**config.mk**
```make
export PLATFORM = sky130hd
export DESIGN_NAME = clint_timer_flat
export DESIGN_NICKNAME = d
export VERILOG_FILES = /design/src/rtl/clint_timer_if.sv /design/src/rtl/clint_timer.sv /design/src/flat_wrapper.sv
export SDC_FILE = /design/constraint.sdc
export NUM_CORES = 1
export LEC_CHECK = 0
export BUFFER_PORTS_ARGS = -buffer_cell sky130_fd_sc_hd__buf_2
export CORE_MARGIN = 4
export CORE_UTILIZATION = 60
export DETAILED_ROUTE_END_ITERATION = 7
export PLACE_DENSITY = 0.81
export RECOVER_POWER = 25
export SKIP_CTS_REPAIR_TIMING = 1
export SYNTH_ARGS = -nofsm -noshare
export SYNTH_HDL_FRONTEND = slang
export SYNTH_SLANG_ARGS = --single-unit
export TNS_END_PERCENT = 30
```
**constraint.sdc**
```tcl
create_clock -name clk -period 6.8 [get_ports clk]
set_input_delay 1.36 -clock clk [delete_from_list [all_inputs] [get_ports clk]]
set_output_delay 1.36 -clock clk [all_outputs]
set_load 0.01 [all_outputs]
```
**src/rtl/clint_timer_if.sv**
```systemverilog
// Data-bus port of the machine timer: request/write channel from the requester,
// read data and completion pulse back from the timer.
interface clint_timer_if;
  logic        I_req;
  logic        I_we;
  logic [31:0] I_addr;
  logic [31:0] I_wdata;
  logic [3:0]  I_mask;
  logic [31:0] O_rdata;
  logic        O_ready;

  modport master (
    output I_req, I_we, I_addr, I_wdata, I_mask,
    input  O_rdata, O_ready
  );

  modport slave (
    input  I_req, I_we, I_addr, I_wdata, I_mask,
    output O_rdata, O_ready
  );
endinterface

```
**src/rtl/clint_timer.sv**
```systemverilog
// Memory-mapped machine timer: free-running 64-bit mtime with prescaler,
// 64-bit mtimecmp and level interrupt, served over a one-cycle-ready dbus port.
module clint_timer #(
  parameter logic [31:0] BASE_ADDR = 32'h0200_0000,
  parameter int unsigned PRESCALE  = 1
) (
  input  logic         clk,
  input  logic         rst,
  clint_timer_if.slave bus,
  output logic         O_timer_int
);

  typedef enum logic {IDLE, RESP} state_t;

  localparam logic [15:0] PRESC_MAX = 16'(PRESCALE - 1);

  // Word offsets (byte offset >> 2)
  localparam logic [13:0] W_CTRL   = 14'h0000;
  localparam logic [13:0] W_CMP_LO = 14'h1000;
  localparam logic [13:0] W_CMP_HI = 14'h1001;
  localparam logic [13:0] W_MT_LO  = 14'h2FFE;
  localparam logic [13:0] W_MT_HI  = 14'h2FFF;

  state_t      state;
  logic        ready_q;
  logic [31:0] rdata_q;
  logic [63:0] mtime;
  logic [63:0] mtimecmp;
  logic        en;
  logic [15:0] presc;
  logic        timer_int_q;

  logic        hit;
  logic [13:0] word;
  logic        accept;
  logic        wr;
  logic        tick;
  logic [31:0] rd_val;
  logic        unused_addr;

  assign unused_addr = ^bus.I_addr[1:0];

  assign hit    = (bus.I_addr[31:16] == BASE_ADDR[31:16]);
  assign word   = bus.I_addr[15:2];
  assign accept = (state == IDLE) && bus.I_req;
  assign wr     = accept && bus.I_we && hit;
  assign tick   = en && (presc == PRESC_MAX);

  function automatic logic [31:0] merge(input logic [31:0] old_val,
                                        input logic [31:0] wdata,
                                        input logic [3:0]  mask);
    logic [31:0] r;
    r = old_val;
    for (int unsigned i = 0; i < 4; i++)
      if (mask[i]) r[8*i +: 8] = wdata[8*i +: 8];
    return r;
  endfunction

  always_comb begin
    rd_val = '0;
    if (hit) begin
      case (word)
        W_CTRL:   rd_val = {31'b0, en};
        W_CMP_LO: rd_val = mtimecmp[31:0];
        W_CMP_HI: rd_val = mtimecmp[63:32];
        W_MT_LO:  rd_val = mtime[31:0];
        W_MT_HI:  rd_val = mtime[63:32];
        default:  rd_val = '0;
      endcase
    end
  end

  always_ff @(posedge clk) begin
    if (rst) begin
      state       <= IDLE;
      ready_q     <= 1'b0;
      rdata_q     <= '0;
      mtime       <= '0;
      mtimecmp    <= '1;
      en          <= 1'b1;
      presc       <= '0;
      timer_int_q <= 1'b0;
    end else begin
      timer_int_q <= (mtime >= mtimecmp);

      if (tick)    presc <= '0;
      else if (en) presc <= presc + 16'd1;

      // A bus write to either mtime half suppresses the tick increment of both halves
      if (wr && word == W_MT_LO)
        mtime[31:0] <= merge(mtime[31:0], bus.I_wdata, bus.I_mask);
      else if (wr && word == W_MT_HI)
        mtime[63:32] <= merge(mtime[63:32], bus.I_wdata, bus.I_mask);
      else if (tick)
        mtime <= mtime + 64'd1;

      if (wr && word == W_CMP_LO)
        mtimecmp[31:0] <= merge(mtimecmp[31:0], bus.I_wdata, bus.I_mask);
      if (wr && word == W_CMP_HI)
        mtimecmp[63:32] <= merge(mtimecmp[63:32], bus.I_wdata, bus.I_mask);
      if (wr && word == W_CTRL && bus.I_mask[0])
        en <= bus.I_wdata[0];

      case (state)
        IDLE: begin
          ready_q <= accept;
          if (accept) begin
            state <= RESP;
            if (!bus.I_we) rdata_q <= rd_val;
          end
        end
        RESP: begin
          ready_q <= 1'b0;
          state   <= IDLE;
        end
        default: begin
          ready_q <= 1'b0;
          state   <= IDLE;
        end
      endcase
    end
  end

  assign bus.O_ready = ready_q;
  assign bus.O_rdata = rdata_q;
  assign O_timer_int = timer_int_q;

endmodule

```
**src/flat_wrapper.sv**
```systemverilog
// flat-port wrapper written by rule: the top's interface ports become plain ports
module clint_timer_flat 
#(
  parameter logic [31:0] BASE_ADDR = 32'h0200_0000,
  parameter int unsigned PRESCALE  = 1
)
  (clk, rst, O_timer_int, bus_I_req, bus_I_we, bus_I_addr, bus_I_wdata, bus_I_mask, bus_O_rdata, bus_O_ready);
  clint_timer_if bus_i ();
  input  logic clk;
  input  logic rst;
  output logic O_timer_int;
  input wire logic [$bits(bus_i.I_req)-1:0] bus_I_req;
  input wire logic [$bits(bus_i.I_we)-1:0] bus_I_we;
  input wire logic [$bits(bus_i.I_addr)-1:0] bus_I_addr;
  input wire logic [$bits(bus_i.I_wdata)-1:0] bus_I_wdata;
  input wire logic [$bits(bus_i.I_mask)-1:0] bus_I_mask;
  output wire logic [$bits(bus_i.O_rdata)-1:0] bus_O_rdata;
  output wire logic [$bits(bus_i.O_ready)-1:0] bus_O_ready;
  assign bus_i.I_req = bus_I_req;
  assign bus_i.I_we = bus_I_we;
  assign bus_i.I_addr = bus_I_addr;
  assign bus_i.I_wdata = bus_I_wdata;
  assign bus_i.I_mask = bus_I_mask;
  assign bus_O_rdata = bus_i.O_rdata;
  assign bus_O_ready = bus_i.O_ready;
  clint_timer #(.BASE_ADDR(BASE_ADDR), .PRESCALE(PRESCALE)) u_core (.clk(clk), .rst(rst), .bus(bus_i), .O_timer_int(O_timer_int));
endmodule
```
* Word level (Yosys, flattened, before mapping)
Cells that the tools add are included.
Storage, ports and cells: register bits after elaboration 180, output and inout port bits 34, logic and storage cells 87
Cells by class: add/sub/neg operators 2, order comparisons 1, eq/ne operators 14, multiplexer cells 13, bitwise operators 3, reductions and logical operators 32
Operators by type and width (number):
- one-hot mux 32 bit (5 select lines) | 1
- two-way mux 32 bit | 4
- adder 64 x 1 -> 64 bit (second input constant) | 1
- >= comparator 64 bit | 1
- two-way mux 64 bit | 1
- two-way mux 8 bit | 4
- equality test 14 x 13 -> 1 bit (second input constant) | 2
- equality test 14 bit (second input constant) | 2
- AND reduction 3 bit | 9
- adder 16 x 1 -> 16 bit (second input constant) | 1
- equality test 16 x 10 -> 1 bit (second input constant) | 1
- zero test 16 bit | 1
- != test 2 bit (second input constant) | 8
- AND reduction 2 bit | 8
- zero test 14 bit | 1
- logical AND 1 bit | 10
- one-hot mux 1 bit (2 select lines) | 2
- nonzero test 2 bit | 2
- inverter 1 bit | 3
- != test 2 x 1 -> 1 bit (second input constant) | 1
- OR reduction 2 bit | 1
- two-way mux 1 bit | 1

* Depth between registers and ports, before layout
depth in word-level cells 7, depth in mapped cells 9, depth with buffers taken out 8

* Worst setup path after synthesis
OpenSTA, ideal clock, no wires.
path kind input port to flip-flop, from input port bus_I_addr[7], to register u_core.mtimecmp[10], library setup time 0.130 ns, data arrival time 3.167 ns, required time 6.670 ns, setup slack 3.503 ns, cell stages on the path 8, cells stage by stage or4_1 > nor4_2 > and2_1 > buf_4 > and3_1 > buf_2 > mux2i_1 > nand2_1
Between the ends: word-level cells in the longest chain between the ends 3
Ends and longest elaborated chain:
- start, declared | RTL line flat_wrapper.sv:14 | input wire logic [$bits(bus_i.I_addr)-1:0] bus_I_addr;
- equality test 14 x 13 -> 1 bit | RTL line clint_timer.sv:97 | if (wr && word == W_CMP_LO)
- logical AND 1 bit | RTL line clint_timer.sv:97
- AND reduction 2 bit (no line)
- end signal, assigned | RTL line clint_timer.sv:98 | mtimecmp[31:0] <= merge(mtimecmp[31:0], bus.I_wdata, bus.I_mask);
- end, declared | RTL line clint_timer.sv:28 | logic [63:0] mtimecmp;
No other way between the ends. A chain may end at the register's enable or synchronous reset.

==> reports/results.tsv <==
stage	metric	value	unit
outcome	status	finished, violations left	
outcome	violations	max-capacitance violations, max-slew violations	
power	p_clk_frac	0.465	
power	intPower	1570	uW
critical_path	path_class	input pin to register	
final_layout	diodes	0	
yosys	ys_warn_count	0	
route	via_per_inst	6.85	
clock_network	numCtsBuffers	17	
yosys	synthFlopType	dfxtp_1	
final_layout	layout.nets	1605	
floorplanning	start_util	0.608	
power	switching_power	565	uW
sta	rsz0062_at_grt	no	
clock_network	insertion_delay	0.44	ns
yosys	post_synth_num_cell_types	70	
sta	worst_slew_pin_slew	2.11	ns
yosys	ys_ff_latch	179	
power	power	2140	uW
clock_network	clockBufferDepth	2	
grt	track_usage	0.331	
floorplanning	io_pins	106	
yosys	synth_cells	1415	
power	max-vdd-ir-drop	0.181	mV
grt	grt_pass1_wl	57500	um
floorplanning	rows	50	
power	p_per_area	172	mW/mm^2
floorplanning	core	0.0186	sq mm
place	dp_hpwl	25000	um
route	drc	0	
sta	hold_viol_final	0	
critical_path	cp.depth	6	
route	drt-pass1-iter-count	7	
final_layout	final_cell_area	0.0124	sq mm
route	ant_nets	0	
clock_network	clockRootBuffer	clkbuf_16	
yosys	synthArstFlopShare	0	
critical_path	reg2reg_depth	7	
place	place_area	0.0119	sq mm
critical_path	required	7.13	ns
sta	slew_headroom	-0.406	
power	p_sw_frac	0.265	
grt	antenna_found_initial	0	
floorplanning	die_w	145	um
critical_path	worstPathArrival	5.60	ns
worst_hold_path	hold_class	register to register	
final_layout	syn_to_final_growth	9.76	%
place	io_buffers	103	
grt	grt_start_max_net_pins	65	
critical_path	cp_cell_sequence	clkbuf_1 -> inv_1 -> clkbuf_2 -> o21ai_0 -> a31oi_1 -> o22a_1	
final_layout	final_util	0.668	
floorplanning	die_y	145	um
grt	grt_pass1_vias	10900	
clock_network	cts_tree	built	
place	gp_congestion	0.978	
clock_network	htree_levels	4	
yosys	synth_fp_nets	1554	
yosys	synth_area_leaders	dfxtp_1, ha_1, mux2i_1, nand2_1, a21oi_1	
sta	fin_worst_skew	0.0136	ns
yosys	netlist.area_leader.share	0.316	
clock_network	cts.clk_slew.worst_paths	0.08	ns
yosys	ys_seq_area_frac	0.316	
final_layout	nFillCells	1620	
grt	globalRouteOverflowTotal	0	
sta	fin_crit_sh	0.775	
power	combinationalPowerShare	0.043	
critical_path	worst_path_max_delay_cell	clkbuf_1	
power	p_seq_frac	0.492	
sta	setup-violations-final	0	
route	wirelength	36100	um
yosys	netlist_area	0.0113	sq mm
yosys	avgSynthCellArea	8.01	sq um
final_layout	final_cell_mix	dfxtp_1, nand2_1, nor2_1	
critical_path	crit_buf_inv	3	
sta	setup_tns	0	ns
critical_path	slowest_delay	1.47	ns
final_layout	layout-drive-gt1-share	0.0967	
clock_network	cts.sinks	179	
critical_path	crit_path_end_kind	register	
critical_path	critPathLaunchType	input pin	
sta	post-route-min-period	5.27	ns
sta	fmax	190	MHz
place	dp_cells	1681	
critical_path	cp_top_family	buffers and inverters	
power	leakage	0.00523	uW
worst_hold_path	whs_path_depth	2	
job	max_cap_violations	1	
yosys	synth_top_area_cell	dfxtp_1	
sta	slew_viol_final	41	
yosys	synth-edff-count	0	
critical_path	crit_fanout	58	
route	wire_per_inst	21.1	um
final_layout	final_cell_count_no_fill	1713	
route	drtIter0Drc	1629	
final_layout	final_common_cell	dfxtp_1	
route	via_count	11700	
floorplanning	die_area	0.0212	sq mm
[registers in the layout (all words and copies together), names as in the netlist]
| name | cells |
|---|---|
| u_core.O_timer_int | 1 |
| u_core.mtimecmp | 64 |
| u_core.en | 1 |
| u_core.bus.O_ready | 1 |
| u_core.presc | 16 |
| u_core.mtime | 64 |
| u_core.bus.O_rdata | 32 |
[per-stage QoR]
step / hold slack [ns] / setup slack [ns]
floorplan: 0.465 / 3.50
global placement: 0.483 / 2.38
detailed placement: 0.494 / 2.26
CTS: 0.510 / 2.74
global route: 0.541 / 1.37
finish: 0.506 / 1.53
[logic make-up after synthesis]
| family | after synthesis | share of synthesized area |
|---|---|---|
| AOI/OAI and AO/OA | 403 | 0.237 |
| xor gates and xnor gates | 14 | 0.0108 |
| adders and majority gates | 67 | 0.0739 |
| buffers and inverters | 162 | 0.0595 |
| DFF | 179 | 0.316 |
| muxes | 59 | 0.0522 |
| and+or+nand+nor | 531 | 0.250 |
[cells in the mapped netlist (4+ instances only)]
cell,instances
a32o_1,4
a221oi_1,5
a31oi_1,17
ha_1,67
a211oi_1,5
nor4_2,6
o31ai_1,9
nor4b_1,7
nor3_1,28
nand2_1,132
o211ai_1,50
clkbuf_1,50
buf_2,26
a32oi_1,7
xor2_1,10
a22oi_1,32
a221o_1,32
xnor2_1,4
o21ai_0,85
mux2i_1,58
nand4_1,44
a21oi_1,96
nand4b_1,7
and3_1,28
and2_1,39
inv_1,74
or4_1,7
or3_1,9
nand3_1,28
nor3b_1,6
and4_1,17
dfxtp_1,179
a21o_1,30
a41oi_1,5
buf_4,7
nor4_1,25
nor2_1,127
[final timing paths]
check / from / to / slack (ns)
max: rst / u_core.mtime[41] / 1.53
min: u_core.presc[9] / u_core.presc[9] / 0.51
max reg2reg: u_core.mtime[1] / u_core.mtime[40] / 3.45
min reg2reg: u_core.presc[9] / u_core.presc[9] / 0.51
[power groups by stage]
stage	combinational (uW)	sequential (uW)	clock [uW]
after global placement	87.3	1080	0
final	90.9	1050	993
after floorplan	38.7	1080	0
after global routing	95.9	1050	1040
after detailed placement	88.4	1080	0
after CTS	89.0	1050	997
[worst min-delay path: cells and delay by family (launching register included)]
kind,cells,cell delay (ns)
flip-flops,1,0.33
AO/OA/AOI/OAI,2,0.13
[layout make-up]
| cell class | count | area (sq um) | area share |
|---|---|---|---|
| clock buffer | 17 | 425 | 0.0342 |
| clock inverter | 15 | 159 | 0.0128 |
| inverter | 75 | 282 | 0.0226 |
| multi-input combinational | 1074 | 7120 | 0.572 |
| sequential | 179 | 3580 | 0.288 |
| tap | 234 | 293 | 0.0235 |
| timing repair buffer | 119 | 589 | 0.0473 |
[metal layers]
layer	track usage	wire, um	up-vias	part of all wire
met5	0	0	-	0
met4	0.164	1750	0	0.048
met3	0.0691	3550	142	0.098
met2	0.523	16100	663	0.45
met1	0.430	14700	5538	0.41
li1	-	-	5390	-
Note: power is estimated with default switching activity, not from simulation.
